[config.mk]
export PLATFORM = sky130hd
export DESIGN_NAME = fan_pwm_driver
export DESIGN_NICKNAME = d
export VERILOG_FILES = /design/src/rtl/fan_pwm_pkg.sv /design/src/rtl/pwm_timebase.sv /design/src/rtl/fan_pwm_driver.sv
export SDC_FILE = /design/constraint.sdc
export NUM_CORES = 1
export LEC_CHECK = 0
export CAP_MARGIN = 30
export CORE_ASPECT_RATIO = 1.4
export CORE_MARGIN = 3
export CORE_UTILIZATION = 59
export DETAILED_ROUTE_END_ITERATION = 10
export DONT_BUFFER_PORTS = 1
export GPL_TIMING_DRIVEN = 0
export PLACE_DENSITY = 0.78
export SETUP_SLACK_MARGIN = 0.3
export SLEW_MARGIN = 20
export SYNTH_ARGS = -nofsm -noshare
export SYNTH_HDL_FRONTEND = slang
export SYNTH_HIERARCHICAL = 1
export SYNTH_SLANG_ARGS = --single-unit
[constraint.sdc]
create_clock -name clk_i -period 4.3 [get_ports clk_i]
set_input_delay 0.86 -clock clk_i [delete_from_list [all_inputs] [get_ports clk_i]]
set_output_delay 0.86 -clock clk_i [all_outputs]
set_load 0.05 [all_outputs]
[src/rtl/fan_pwm_pkg.sv]
// Shared types and helpers for the fan PWM driver: FSM state encodings and
// the demand clamp that maps the signed controller output onto a duty target.
package fan_pwm_pkg;

  typedef enum logic [1:0] {
    ST_OFF  = 2'd0,
    ST_KICK = 2'd1,
    ST_RUN  = 2'd2
  } fan_state_e;

  // Non-positive demand means off; positive demand is floored at min_duty so a
  // running fan never stalls. The controller saturates positive values at 2^n-1.
  function automatic logic [31:0] clamp_target(input logic signed [31:0] val,
                                               input int unsigned        n,
                                               input int unsigned        min_duty);
    logic [31:0] low;
    low = $unsigned(val) & ((32'd1 << n) - 32'd1);
    if (val <= 0)
      return 32'd0;
    if (low < min_duty)
      return min_duty;
    return low;
  endfunction

endpackage

[src/rtl/pwm_timebase.sv]
// PWM timebase: a prescaler feeding a period counter that runs 0..2^N-2,
// so one period is 2^N-1 ticks and full-scale duty is exactly 100 %.
module pwm_timebase #(
  parameter int unsigned ADC_BITWIDTH = 8,
  parameter int unsigned PWM_PRESCALE = 50
) (
  input  logic                    clk_i,
  input  logic                    rstn_i,
  output logic [ADC_BITWIDTH-1:0] cnt,
  output logic                    tick,
  output logic                    boundary
);

  localparam int unsigned N    = ADC_BITWIDTH;
  localparam int unsigned PW   = (PWM_PRESCALE > 1) ? $clog2(PWM_PRESCALE) : 1;
  localparam logic [PW-1:0] PMAX = PW'(PWM_PRESCALE - 1);
  localparam logic [N-1:0]  CMAX = {{(N-1){1'b1}}, 1'b0};

  logic [PW-1:0] pcnt;

  assign tick     = (pcnt == PMAX);
  assign boundary = tick && (cnt == CMAX);

  always_ff @(posedge clk_i or negedge rstn_i) begin
    if (!rstn_i) begin
      pcnt <= '0;
      cnt  <= '0;
    end else begin
      if (tick)
        pcnt <= '0;
      else
        pcnt <= pcnt + 1'b1;

      if (boundary)
        cnt <= '0;
      else if (tick)
        cnt <= cnt + 1'b1;
    end
  end

endmodule

[src/rtl/fan_pwm_driver.sv]
// Fan PWM driver: clamps controller demand, kick-starts from standstill,
// slew-limits duty and changes it only at period boundaries.
//
//   state   | meaning
//   --------+-----------------------------------------------------------
//   ST_OFF  | fan stopped, duty 0, waiting for enable and nonzero demand
//   ST_KICK | full duty for KICK_PERIODS periods to break stiction
//   ST_RUN  | duty tracks clamped demand, at most SLEW_STEP per period
module fan_pwm_driver
  import fan_pwm_pkg::*;
#(
  parameter int unsigned ADC_BITWIDTH = 8,
  parameter int unsigned PWM_PRESCALE = 50,
  parameter int unsigned KICK_PERIODS = 16,
  parameter int unsigned MIN_DUTY     = 32,
  parameter int unsigned SLEW_STEP    = 4
) (
  input  logic                    clk_i,
  input  logic                    rstn_i,
  input  logic                    enable_i,
  input  logic signed [ADC_BITWIDTH:0] pid_val_i,
  output logic                    pwm_o,
  output logic [ADC_BITWIDTH-1:0] duty_o,
  output logic [1:0]              state_o,
  output logic                    period_strb_o
);

  localparam int unsigned N  = ADC_BITWIDTH;
  localparam int unsigned NW = N + 1;
  localparam int unsigned KW = (KICK_PERIODS > 1) ? $clog2(KICK_PERIODS) : 1;
  localparam logic [N-1:0]  DUTY_FULL = {N{1'b1}};
  localparam logic [KW-1:0] KICK_LAST = KW'(KICK_PERIODS - 1);
  localparam logic [NW-1:0] STEP      = NW'(SLEW_STEP);

  logic [N-1:0]  cnt;
  logic          tick;
  logic          boundary;
  logic [N-1:0]  cnt_next;
  logic [N-1:0]  target;
  logic          run_ok;
  logic [NW-1:0] slew;

  fan_state_e    state_q, state_d;
  logic [N-1:0]  duty_q, duty_d;
  logic [KW-1:0] kcnt_q, kcnt_d;

  pwm_timebase #(
    .ADC_BITWIDTH (ADC_BITWIDTH),
    .PWM_PRESCALE (PWM_PRESCALE)
  ) u_timebase (
    .clk_i    (clk_i),
    .rstn_i   (rstn_i),
    .cnt      (cnt),
    .tick     (tick),
    .boundary (boundary)
  );

  assign target   = N'(clamp_target(32'(pid_val_i), N, MIN_DUTY));
  assign run_ok   = enable_i && (target != '0);
  assign cnt_next = boundary ? '0 : (tick ? cnt + 1'b1 : cnt);

  // One extra bit keeps the difference and the step sum from wrapping.
  always_comb begin
    logic [NW-1:0] t_w, d_w;
    t_w = {1'b0, target};
    d_w = {1'b0, duty_q};
    if (t_w > d_w)
      slew = ((t_w - d_w) > STEP) ? d_w + STEP : t_w;
    else
      slew = ((d_w - t_w) > STEP) ? d_w - STEP : t_w;
  end

  always_comb begin
    state_d = state_q;
    duty_d  = duty_q;
    kcnt_d  = kcnt_q;
    if (boundary) begin
      case (state_q)
        ST_OFF: begin
          if (run_ok) begin
            state_d = ST_KICK;
            duty_d  = DUTY_FULL;
            kcnt_d  = KICK_LAST;
          end
        end
        ST_KICK: begin
          if (!run_ok) begin
            state_d = ST_OFF;
            duty_d  = '0;
          end else if (kcnt_q == '0) begin
            state_d = ST_RUN;
            duty_d  = target;
          end else begin
            kcnt_d  = kcnt_q - 1'b1;
          end
        end
        ST_RUN: begin
          if (!run_ok) begin
            state_d = ST_OFF;
            duty_d  = '0;
          end else begin
            duty_d  = N'(slew);
          end
        end
        default: begin
          state_d = ST_OFF;
          duty_d  = '0;
        end
      endcase
    end
  end

  // pwm_o compares against next-cycle values so a new duty shows from the boundary edge.
  always_ff @(posedge clk_i or negedge rstn_i) begin
    if (!rstn_i) begin
      state_q       <= ST_OFF;
      duty_q        <= '0;
      kcnt_q        <= '0;
      pwm_o         <= 1'b0;
      period_strb_o <= 1'b0;
    end else begin
      state_q       <= state_d;
      duty_q        <= duty_d;
      kcnt_q        <= kcnt_d;
      pwm_o         <= (cnt_next < duty_d);
      period_strb_o <= boundary;
    end
  end

  assign duty_o  = duty_q;
  assign state_o = state_q;

endmodule

==> results.yml <==
run_status:
  status: "finished, violations left"
  failed_checks: "negative setup slack"
routing:
  detailroute.via_count: 3651
  drtIter0Drc: 237
  routed_wirelength_mm: 11.1
  route.detailed.vias_per_inst: 6.82
  drc_errors: 0
  avgRoutedWirePerCell_um: 20.7
  detailed_routing_iterations_pass_1: 5
  postRouteAntennaNets: 0
clocking:
  root_buffer: "sky130_fd_sc_hd__clkbuf_8"
  cts_bufs_inserted: 5
  clock_sink_count: 30
  clk_path_buf_depth: 2
  clock_insertion_delay_worst_skew_ps: 290
  clock_tree_from_tritoncts: "built"
  htreeDepth: 2
  cts.clk_slew.worst_paths_ps: 70
  hold_bufs_at_cts: 0
synth:
  synth.ff_latch_count: 30
  postSynthNetCount: 485
  syn-instance-count: 441
  synth_top_area_cell: "sky130_fd_sc_hd__dfrtp_1"
  synth_largest_type_area_fraction_pct: 20.7
  synth_edf_count: 0
  syn_area_per_cell_um2: 8.22
  mappedNetlistArea_um2: 3620
  synth-seq-area-share_pct: 20.7
  synth-main-ff-cell: "sky130_fd_sc_hd__dfrtp_1"
  yosysWarnings: 6
  synthDistinctLibCells: 84
  synth_top_cells_by_area: "sky130_fd_sc_hd__dfrtp_1 (21%), sky130_fd_sc_hd__ha_1 (11%), sky130_fd_sc_hd__o21ai_0 (4.4%), sky130_fd_sc_hd__nor2_1 (4.1%), sky130_fd_sc_hd__a21oi_1 (3.5%)"
  synth-async-reset-ratio_pct: 100
floorplan:
  design.die.area_um2: 7130
  design.core.area_um2: 5900
  top_level_ports: 24
  floorplan.die.width_um: 72.2
  initial_utilization_pct: 61.4
  die-height_um: 98.7
  fp-row-count: 33
timing:
  final_critical_path_setup_slack_ps: -956
  worst_clock_skew_ps: 12.6
  tightestPinTransition_ps: 980
  fmax_mhz: 190
  fraction_of_the_cycle_the_final_worst_path_needs_pct: 122
  maxSlewHeadroom_pct: 34.6
  period_needed_ps: 5260
  worst_hold_slack_ps: 261
  finalSetupTns_ps: -956
  final_hold_fails: 0
  finalSetupViolCount: 1
  timing.final.max_slew_violations: 0
  grt_setup_unrepaired: "yes"
grt:
  grt-ovfl-total: 0
  antenna_violations_before_repair: 0
  global_route_wire_length_before_repair_mm: 18.1
  first_global_vias: 3685
  grt_max_degree: 31
  globalRouteTotalUtil_pct: 32.3
finish:
  synthToLayoutAreaGrowth_pct: 15.5
  finalNetCount: 508
  antenna_cells_inserted: 0
  fin_util_pct: 70.9
  layoutNonFillerInstCount: 535
  drive_gt1_share_pct: 19.1
place:
  post-place-cells: 511
  port-buffer-count: 0
  gpl.final_weighted_congestion: 0.984
  dp_hpwl_mm: 8.15
run:
  timing.max_cap.violations: 0
worst_setup_path:
  arrival_time_at_the_worst_endpoint_ps: 5470
  start_kind: "input port"
  ff2ff_path_depth: 21
  required_ps: 4520
  setup.reg_to_reg.worst_slack_ps: -790
  crit_path_end_kind: "flop"
  timing.critical_path.fanout_max: 10
  crit_type: "in2reg"
pwr:
  power.static_leakage_nw: 1.75
  power.density_nw_per_um2: 173
  ir_worst_vdd_mv: 0.202
  total_power_w: 0.000724
min_path:
  min_path_type: "in2async"
[path summary, 6_finish.rpt]
kind                                         start                  to
worst min register to register  u_timebase/pcnt[0]  u_timebase/pcnt[0]
max in group asynchronous                   rstn_i           duty_o[6]
worst max register to register           duty_o[4]               pwm_o
worst max-delay path                  pid_val_i[8]               pwm_o
worst min-delay path                        rstn_i           duty_o[0]
min in group clk_i              u_timebase/pcnt[0]  u_timebase/pcnt[0]
[cell usage after synthesis (all sizes together) (3+ instances only)]
master and number:
buf 9, nand3 15, a41oi 4, mux2i 6, nor2b 5, o21bai 3, o21a 5, dfrtp 30
nand3b 4, a22oi 3, a211oi 10, o21ai 33, nand2 31, nand2b 11, nand4 8, ha 31
nor2 40, a221oi 4, a21o 8, o2111ai 3, and3 9, o2bb2ai 3, nor3 7, xnor2 9
a31oi 11, and2 8, o211ai 3, inv 34, clkbuf 8, a21oi 27, o22a 3, xor2 6
nor4 4, and4 6
[where the power goes]
group | switching [W] | leakage [nW] | total, W | internal [W]
Clock | 0.000110 | 0.0472 | 0.000239 | 0.000128
Combinational | 0.000114 | 1.31 | 0.000203 | 0.0000885
Sequential | 0 | 0.387 | 0.000282 | 0.000282
[registers in the layout (all words and copies together), names as in the netlist]
register / flops
kcnt_q: 4
u_timebase/pcnt: 6
pwm_o: 1
period_strb_o: 1
duty_o: 8
state_o: 2
u_timebase/cnt: 8
[cell families after synthesis]
| group | share of synthesized area [%] |
|---|---|
| buf+inv | 6.11 |
| simple gates | 24.1 |
| compound gates | 31.8 |
| mux | 2.38 |
| flops | 20.7 |
| xor+xnor | 3.63 |
| fa+ha+maj | 11.3 |
[stage by stage]
step                setup slack [ps]  area (um2)
CTS                             -986        4070
global route                   -1120        4190
floorplan                       -782        3700
global placement               -1610        3790
finish                          -956        4190
detailed placement             -1700        3790
[routing by layer]
metal	wire (um)	up-vias	global-route usage, %
met4	828	0	21.4
met3	614	62	5.20
met1	3960	1741	33.6
met2	5680	157	57.8
met5	0	-	0
li1	-	1691	-
[cell type report]
type / instances / area (um2)
Multi-Input combinational cell: 360 / 2860
Fill cell: 481 / 1720
Sequential cell: 30 / 754
Timing Repair Buffer: 16 / 134
Inverter: 34 / 128
Buffer: 17 / 125
Tap cell: 70 / 87.6
Clock buffer: 6 / 82.6
Clock inverter: 2 / 12.5
[cells in the final DEF (no fill, tap or decap), types with 4 or more instances in the layout]
master	Yosys	routed
sky130_fd_sc_hd__nor2_1	40	39
sky130_fd_sc_hd__inv_1	33	31
sky130_fd_sc_hd__o21ai_0	32	31
sky130_fd_sc_hd__nand2_1	30	27
sky130_fd_sc_hd__dfrtp_1	30	27
sky130_fd_sc_hd__ha_1	31	25
sky130_fd_sc_hd__a21oi_1	25	24
sky130_fd_sc_hd__nand3_1	15	15
sky130_fd_sc_hd__buf_4	1	15
sky130_fd_sc_hd__nand2b_1	11	9
sky130_fd_sc_hd__and3_1	9	9
sky130_fd_sc_hd__xnor2_1	9	9
sky130_fd_sc_hd__a21o_1	8	8
sky130_fd_sc_hd__a211oi_1	7	7
sky130_fd_sc_hd__nand4_1	7	7
sky130_fd_sc_hd__clkbuf_1	8	6
sky130_fd_sc_hd__xor2_1	6	6
sky130_fd_sc_hd__mux2i_1	6	6
sky130_fd_sc_hd__clkbuf_8	0	6
sky130_fd_sc_hd__buf_6	3	5
sky130_fd_sc_hd__and4_1	6	5
sky130_fd_sc_hd__a31oi_1	6	5
sky130_fd_sc_hd__nor2b_1	5	5
sky130_fd_sc_hd__o21a_1	5	5
sky130_fd_sc_hd__nor3_1	6	5
sky130_fd_sc_hd__a31oi_4	5	5
sky130_fd_sc_hd__nand3b_1	4	4
sky130_fd_sc_hd__a41oi_1	4	4
sky130_fd_sc_hd__and2_1	6	4
sky130_fd_sc_hd__ha_4	0	4
[critical path, cell delays in order]
cell and delay [ps]:
sky130_fd_sc_hd__clkbuf_16 140, sky130_fd_sc_hd__nor2_4 220, sky130_fd_sc_hd__buf_6 150, sky130_fd_sc_hd__nand2_1 90
sky130_fd_sc_hd__ha_1 340, sky130_fd_sc_hd__buf_6 160, sky130_fd_sc_hd__and4_4 180, sky130_fd_sc_hd__a221oi_2 320
sky130_fd_sc_hd__buf_4 160, sky130_fd_sc_hd__and4_1 240, sky130_fd_sc_hd__a211oi_4 60, sky130_fd_sc_hd__nand4_4 150
sky130_fd_sc_hd__buf_4 150, sky130_fd_sc_hd__a21oi_4 50, sky130_fd_sc_hd__a221o_1 370, sky130_fd_sc_hd__o32ai_4 320
sky130_fd_sc_hd__mux2i_1 120, sky130_fd_sc_hd__ha_1 350, sky130_fd_sc_hd__a21o_1 190, sky130_fd_sc_hd__a21o_1 160
sky130_fd_sc_hd__a21oi_2 170, sky130_fd_sc_hd__nand2_1 90, sky130_fd_sc_hd__a311o_1 280, sky130_fd_sc_hd__o21ai_2 120
[what timing repair did]
action                     CTS  global route
pin swaps                   15            15
gates cloned                 0             0
setup buffers               10             5
gates resized for setup     22            20
setup endpoints to repair    8             7
Power figures use the tool's default switching activity.
